===== src/rtl/instr_mem_loader.sv =====
// Instruction-memory loader.
// Takes a byte stream over a valid/ready handshake and turns it into 16-bit instruction-memory
// writes. The stream starts with a big-endian 16-bit word count N, followed by N big-endian
// instruction words. Word i is written to BASE_ADDR + 2*i. While a load is in progress, or after
// an abort, the CPU is held. The hold is released once the load completes.
//
// Optional feature macro: LOADER_CHECKSUM_EN
//   When defined, one trailing byte follows the last word. It must equal the XOR of every earlier
//   byte of the load, count bytes included. A mismatch ends in the error state. Memory has
//   already been written by then.
//   When undefined, the load is done right after the last write, and no trailing byte is read.
module instr_mem_loader #(
  parameter int unsigned       ADDR_W    = 16,
  parameter logic [ADDR_W-1:0] BASE_ADDR = '0,
  parameter int unsigned       MAX_WORDS = 1024
) (
  input  logic              i_clk,
  input  logic              i_rst_n,
  input  logic              i_start,
  input  logic [7:0]        i_byte_in,
  input  logic              i_byte_valid,
  output logic              o_byte_ready,
  output logic              o_im_we,
  output logic [ADDR_W-1:0] o_im_addr,
  output logic [15:0]       o_im_wdata,
  output logic              o_cpu_hold,
  output logic              o_done,
  output logic              o_error
);

  localparam logic [3:0] S_IDLE   = 4'd0;
  localparam logic [3:0] S_CNT_HI = 4'd1;
  localparam logic [3:0] S_CNT_LO = 4'd2;
  localparam logic [3:0] S_W_HI   = 4'd3;
  localparam logic [3:0] S_W_LO   = 4'd4;
  localparam logic [3:0] S_WRITE  = 4'd5;
  localparam logic [3:0] S_DONE   = 4'd6;
  localparam logic [3:0] S_ERR    = 4'd7;
`ifdef LOADER_CHECKSUM_EN
  localparam logic [3:0] S_CHK    = 4'd8;
`endif

  logic [3:0]        r_state;
  logic [3:0]        w_state_nxt;
  logic [7:0]        r_cnt_hi;
  logic [7:0]        w_cnt_hi_nxt;
  logic [15:0]       r_n;
  logic [15:0]       w_n_nxt;
  logic [15:0]       r_count;
  logic [15:0]       w_count_nxt;
  logic [7:0]        r_hi;
  logic [7:0]        w_hi_nxt;
  logic [ADDR_W-1:0] r_addr;
  logic [ADDR_W-1:0] w_addr_nxt;
  logic [15:0]       r_wdata;
  logic [15:0]       w_wdata_nxt;

  logic              w_xfer;
  logic              w_restart;
  logic [15:0]       w_n_rx;
  logic [15:0]       w_count_inc;
  logic              w_last;

`ifdef LOADER_CHECKSUM_EN
  logic [7:0]        r_csum;
  logic [7:0]        w_csum_nxt;
`endif

  // Handshake and small shared decodes.
  always_comb begin
    w_xfer      = i_byte_valid & o_byte_ready;
    w_restart   = i_start & ((r_state == S_IDLE) | (r_state == S_DONE) | (r_state == S_ERR));
    w_n_rx      = {r_cnt_hi, i_byte_in};
    w_count_inc = r_count + 16'd1;
    w_last      = (w_count_inc == r_n);
  end

  // Ready is a pure state decode, so nothing combinational runs from valid to ready.
  always_comb begin
    o_byte_ready = 1'b0;
    case (r_state)
      S_CNT_HI, S_CNT_LO, S_W_HI, S_W_LO: o_byte_ready = 1'b1;
`ifdef LOADER_CHECKSUM_EN
      S_CHK:                              o_byte_ready = 1'b1;
`endif
      default:                            o_byte_ready = 1'b0;
    endcase
  end

  // Status outputs and the memory write port, all decoded from registered state.
  always_comb begin
    o_im_we    = (r_state == S_WRITE);
    o_im_addr  = r_addr;
    o_im_wdata = r_wdata;
    o_cpu_hold = (r_state != S_DONE);
    o_done     = (r_state == S_DONE);
    o_error    = (r_state == S_ERR);
  end

  // Next-state logic for the load sequencer and its datapath registers.
  always_comb begin
    w_state_nxt  = r_state;
    w_cnt_hi_nxt = r_cnt_hi;
    w_n_nxt      = r_n;
    w_count_nxt  = r_count;
    w_hi_nxt     = r_hi;
    w_addr_nxt   = r_addr;
    w_wdata_nxt  = r_wdata;
    case (r_state)
      S_IDLE, S_DONE, S_ERR: begin
        if (w_restart) begin
          w_state_nxt = S_CNT_HI;
          w_addr_nxt  = BASE_ADDR;
          w_count_nxt = 16'd0;
        end
      end
      S_CNT_HI: begin
        if (w_xfer) begin
          w_cnt_hi_nxt = i_byte_in;
          w_state_nxt  = S_CNT_LO;
        end
      end
      S_CNT_LO: begin
        if (w_xfer) begin
          w_n_nxt = w_n_rx;
          if (w_n_rx == 16'd0) begin
            w_state_nxt = S_DONE;
          end else if (32'(w_n_rx) > MAX_WORDS) begin
            w_state_nxt = S_ERR;
          end else begin
            w_state_nxt = S_W_HI;
          end
        end
      end
      S_W_HI: begin
        if (w_xfer) begin
          w_hi_nxt    = i_byte_in;
          w_state_nxt = S_W_LO;
        end
      end
      S_W_LO: begin
        if (w_xfer) begin
          w_wdata_nxt = {r_hi, i_byte_in};
          w_state_nxt = S_WRITE;
        end
      end
      S_WRITE: begin
        // The address advances only after the write cycle, so the address is stable while
        // the strobe is high. It wraps naturally at 2^ADDR_W.
        w_addr_nxt  = r_addr + ADDR_W'(2);
        w_count_nxt = w_count_inc;
        if (w_last) begin
`ifdef LOADER_CHECKSUM_EN
          w_state_nxt = S_CHK;
`else
          w_state_nxt = S_DONE;
`endif
        end else begin
          w_state_nxt = S_W_HI;
        end
      end
`ifdef LOADER_CHECKSUM_EN
      S_CHK: begin
        if (w_xfer) begin
          w_state_nxt = (i_byte_in == r_csum) ? S_DONE : S_ERR;
        end
      end
`endif
      default: w_state_nxt = S_IDLE;
    endcase
  end

`ifdef LOADER_CHECKSUM_EN
  // Running XOR of the count and data bytes. The check byte itself is not folded in.
  always_comb begin
    w_csum_nxt = r_csum;
    if (w_restart) begin
      w_csum_nxt = 8'h00;
    end else if (w_xfer && (r_state != S_CHK)) begin
      w_csum_nxt = r_csum ^ i_byte_in;
    end
  end

  // Checksum accumulator register.
  always_ff @(posedge i_clk or negedge i_rst_n) begin
    if (!i_rst_n) begin
      r_csum <= 8'h00;
    end else begin
      r_csum <= w_csum_nxt;
    end
  end
`endif

  // State and datapath registers. Reset drops any partial load at once.
  always_ff @(posedge i_clk or negedge i_rst_n) begin
    if (!i_rst_n) begin
      r_state  <= S_IDLE;
      r_cnt_hi <= 8'h00;
      r_n      <= 16'd0;
      r_count  <= 16'd0;
      r_hi     <= 8'h00;
      r_addr   <= BASE_ADDR;
      r_wdata  <= 16'h0000;
    end else begin
      r_state  <= w_state_nxt;
      r_cnt_hi <= w_cnt_hi_nxt;
      r_n      <= w_n_nxt;
      r_count  <= w_count_nxt;
      r_hi     <= w_hi_nxt;
      r_addr   <= w_addr_nxt;
      r_wdata  <= w_wdata_nxt;
    end
  end

endmodule

===== config.mk =====
export PLATFORM = sky130hd
export DESIGN_NAME = instr_mem_loader
export DESIGN_NICKNAME = d
export VERILOG_FILES = /design/src/rtl/instr_mem_loader.sv
export SDC_FILE = /design/constraint.sdc
export NUM_CORES = 1
export LEC_CHECK = 0
export ABC_AREA = 1
export CORE_AREA = 10 10 97 99
export CTS_BUF_LIST = sky130_fd_sc_hd__clkbuf_8
export CTS_CLUSTER_DIAMETER = 200
export DETAILED_ROUTE_END_ITERATION = 8
export DIE_AREA = 0 0 107 109
export PLACE_DENSITY = 0.76
export SETUP_SLACK_MARGIN = 0.02
export SLEW_MARGIN = 15
export SYNTH_ARGS = -nofsm -noshare
export SYNTH_HDL_FRONTEND = slang
export SYNTH_SLANG_ARGS = --single-unit

===== constraint.sdc =====
create_clock -name i_clk -period 4.4 [get_ports i_clk]
set_input_delay 0.88 -clock i_clk [delete_from_list [all_inputs] [get_ports i_clk]]
set_output_delay 0.88 -clock i_clk [all_outputs]
set_load 0.05 [all_outputs]

==> parameters.txt <==
Parameter                              Value

Finish
  Inserted Diodes    0
  Fraction of layout instances using a drive strength above 1    11.1%
  Fill cells    654
  NumNets Final    540
  Area delta synth->final    18.2%

Power and ir drop
  Clock Power Share    15.0%
  Ratio of total power to cell area    766 mW/mm2
  Share of power burned in combinational logic    48.1%
  Part of the power in registers    36.9%
  Switching share of power    46.7%
  Static power due to leakage    2.23 nW
  Peak supply drop    0.453 mV
  Cell-internal power    1.98 mW
  Power spent charging and discharging nets    1.74 mW

Synth
  Number of enable-type register cells in the synthesized netlist    0
  Number of warnings issued by yosys    0
  Async SR Flop Fraction    100%
  Syn Inst Count    478
  Biggest area contributors in the synthesized netlist    sky130_fd_sc_hd__dfrtp_1 50%, sky130_fd_sc_hd__nand2_1 10%, sky130_fd_sc_hd__o21ai_0 6.7%, sky130_fd_sc_hd__inv_1 4.3%, sky130_fd_sc_hd__mux2_2 3.6%
  Most instantiated cells after synthesis    110 x sky130_fd_sc_hd__nand2_1, 82 x sky130_fd_sc_hd__dfrtp_1, 55 x sky130_fd_sc_hd__o21ai_0
  Synth Register Bits    82
  Fraction of post-synthesis cell area in the top cell type by area    50.0%
  Most numerous cell in the Yosys netlist    sky130_fd_sc_hd__nand2_1
  Post-Synthesis Net Count    492
  Netlist area before placement    0.00410 mm2
  Post-synth cell types    37
  Mean post-synth cell area    8.59 um2
  Cell type contributing the most total cell area after synthesis    sky130_fd_sc_hd__dfrtp_1
  Dominant synthesized flop cell    sky130_fd_sc_hd__dfrtp_1
  Sequential cell area fraction in the yosys report    50.0%

Critical path
  Worst reg2reg path startpoint    r_count[0]
  Critical-path cell list    inv_1 > nor2_2 > inv_1 > nor2_2 > buf_4 > clkdlybuf4s50_1
  Worst endpoint data arrival time    2.33 ns
  Peak per-stage delay on the critical path    0.87 ns
  CP bufs+invs    4
  Launch point of the worst path    r_state[0]
  Critical path type    flip-flop to output port
  Type of origin of the critical path    flip-flop
  Highest fanout seen on the critical path    20
  Nature of the critical path endpoint    output port
  Cell class contributing the biggest share of worst-path delay    buffers and inverters
  Data required time of the worst path    3.52 ns
  Slowest cell on the critical path    sky130_fd_sc_hd__clkdlybuf4s50_1

Detailed routing
  Detailed-router iteration count before antenna repair    5
  Number of violations reported at the end of detailed-routing iteration 0    174
  Via count of the routed design    3396
  Detailed-route wire length    9360 um
  Routed length per placed instance    14.8 um
  Antenna Violating Nets Remaining    0
  Detailed-route DRC error count    0
  Number of vias per cell    5.36

Place
  Last weighted congestion value of the routability-driven placer    0.854
  Estimated wirelength of the detail-placed design    6600 um
  Placement-stage worst setup slack    1.60 ns
  Number of buffers inserted by port buffering    47

Die
  Site Rows    32
  Std-Cell Core Area    0.00753 mm2
  Initial standard-cell utilization of the core    54.5%
  Top-Level Pins    49
  Area of the die    0.0117 mm2
  Die X    107 um
  Die Ht    109 um

GRT
  First-pass GRT wire length    15400 um
  Grt ovf    0
  Via count of the first global-routing pass    3190
  Total global routing track utilization    16.5%
  Antenna violations before repair    0
  Maximum number of pins on one net before global-route repair    83

STA
  Post-Route Setup TNS    0 ns
  F_max    312 MHz
  Fraction of the cycle the final worst path needs    72.9%
  Worst-Margin Slew    1.02 ns
  Final count of hold timing violations    0
  Relative slew slack    32.0%
  Number of endpoints failing setup at the final stage    0
  Worst setup skew after layout    0.0175 ns
  Worst Slack Setup Final    1.19 ns
  Unrepaired setup endpoints after global routing    no
  Max-slew violation total from the final report    0
  Time the worst path needs with I/O delays and setup    3.21 ns

Run
  Max-cap violations    0

Clock tree
  Post-cts sizing count    0
  Clk Latency, worst-skew pair    0.36 ns
  Post-cts hold buffer count    0
  CTS root buffer    sky130_fd_sc_hd__clkbuf_8
  Clock slew seen by the registers of the worst setup and hold paths    0.09 ns
  Number of CTS-inserted buffers    9
  Clock sink count    82
  Number of buffers inserted to repair setup after CTS    0
  Max clock buf depth    2
  TritonCTS clock tree    built
  H-Tree Depth    3

Worst hold path
  Path category of the worst min-delay check    flip-flop to flip-flop
  Start point of the worst hold path    o_im_wdata[5]

Status
  Run status    completed
[cell families (layout without fill, tap and decap cells)]
kind of cell,after synthesis,after routing,synth area share [%]
compound gates,89,89,11.8
xor+xnor,7,7,2.26
fa+ha+maj,2,2,0.610
buf+inv,62,115,6.04
flops,82,82,50.0
mux,13,13,3.57
other cells,1,1,0.0914
simple gates,222,222,25.6
[power by group through the flow]
| stage | Combinational, mW | Sequential [mW] | Clock [mW] |
|---|---|---|---|
| 6_report | 1.79 | 1.37 | 0.559 |
| 5_1_grt | 1.95 | 1.42 | 0.609 |
| 4_1_cts | 1.80 | 1.37 | 0.569 |
| 3_5_place_dp | 1.79 | 1.38 | 0 |
| 3_3_place_gp | 1.75 | 1.37 | 0 |
| 2_1_floorplan | 0.918 | 1.71 | 0 |
[cells in the final DEF, fill, tap and decap left out, types with 2 or more instances in the layout]
cell type and count:
sky130_fd_sc_hd__nand2_1 110, sky130_fd_sc_hd__dfrtp_1 82, sky130_fd_sc_hd__o21ai_0 55, sky130_fd_sc_hd__inv_1 47, sky130_fd_sc_hd__clkdlybuf4s50_1 46, sky130_fd_sc_hd__nor2_1 34
sky130_fd_sc_hd__nand3_1 29, sky130_fd_sc_hd__nand4_1 14, sky130_fd_sc_hd__mux2_2 13, sky130_fd_sc_hd__o22ai_1 12, sky130_fd_sc_hd__a21oi_1 11, sky130_fd_sc_hd__clkbuf_8 9
sky130_fd_sc_hd__nor2_2 8, sky130_fd_sc_hd__nand3b_1 8, sky130_fd_sc_hd__nand2_2 7, sky130_fd_sc_hd__o21ai_1 4, sky130_fd_sc_hd__inv_2 4, sky130_fd_sc_hd__xor2_1 4
sky130_fd_sc_hd__nor2_4 3, sky130_fd_sc_hd__a22o_1 3, sky130_fd_sc_hd__nor2_8 2, sky130_fd_sc_hd__nor4_1 2, sky130_fd_sc_hd__ha_1 2, sky130_fd_sc_hd__clkinvlp_4 2
sky130_fd_sc_hd__inv_6 2, sky130_fd_sc_hd__buf_4 2
[flip-flops by register name, indices dropped and copies added, names as in the netlist]
name,count
r_n,16
r_hi,8
o_im_addr,15
r_count,16
r_state,3
r_cnt_hi,8
o_im_wdata,16
[area by class of cell]
cell class                 instances  area (um2)  share of cell area (%)
inverter                          51         191                    3.95
timing repair buffer              48         475                    9.80
clock inverter                     7        76.3                    1.57
clock buffer                       9         124                    2.55
multi-input combinational        334        1800                    37.2
sequential                        82        2050                    42.3
tap                              102         128                    2.63
[worst paths after layout]
path	endpoint	slack, ns	depth (start not counted)
min	o_im_wdata[5]	0.49	2
max reg2reg	r_state[2]	2.35	11
max	o_im_we	1.19	6
min reg2reg	o_im_wdata[5]	0.49	2
min in group asynchronous	r_count[2]	0.64	1
max in group asynchronous	r_cnt_hi[3]	3.05	1
[worst register-to-register path, stage by stage (launching register included)]
cell,delay [ns]
sky130_fd_sc_hd__dfrtp_1,0.47
sky130_fd_sc_hd__ha_1,0.23
sky130_fd_sc_hd__nand3_1,0.15
sky130_fd_sc_hd__nor2_1,0.23
sky130_fd_sc_hd__nand2_1,0.11
sky130_fd_sc_hd__nand3b_1,0.10
sky130_fd_sc_hd__nand2_1,0.05
sky130_fd_sc_hd__nor2_1,0.12
sky130_fd_sc_hd__nand3_2,0.09
sky130_fd_sc_hd__nor2_2,0.13
sky130_fd_sc_hd__nand3_1,0.14
sky130_fd_sc_hd__a21oi_1,0.15
[layer usage]
layer	part of all wire [%]	track usage [%]	wire length, um	vias up
met3	6.7	5.07	628	18
met4	2.3	6.67	213	0
met1	43	20.1	4070	1590
li1	-	-	-	1687
met2	48	26.7	4450	101
met5	0	0	0	-
[per-stage QoR]
| stage | power [mW] | area (um2) | utilization [%] | hold WS [ns] | std cells |
|---|---|---|---|---|---|
| after floorplan | 2.62 | 4100 | - | 0.449 | 478 |
| after global placement | 3.11 | 4650 | 61.8 | 0.464 | 617 |
| after detailed placement | 3.16 | 4650 | 61.8 | 0.474 | 617 |
| after CTS | 3.73 | 4850 | 64.4 | 0.494 | 633 |
| after global routing | 3.97 | 4850 | 64.4 | 0.521 | 633 |
| final | 3.72 | 4850 | 64.4 | 0.487 | 633 |
No activity file was read; power rests on OpenSTA's default activity.
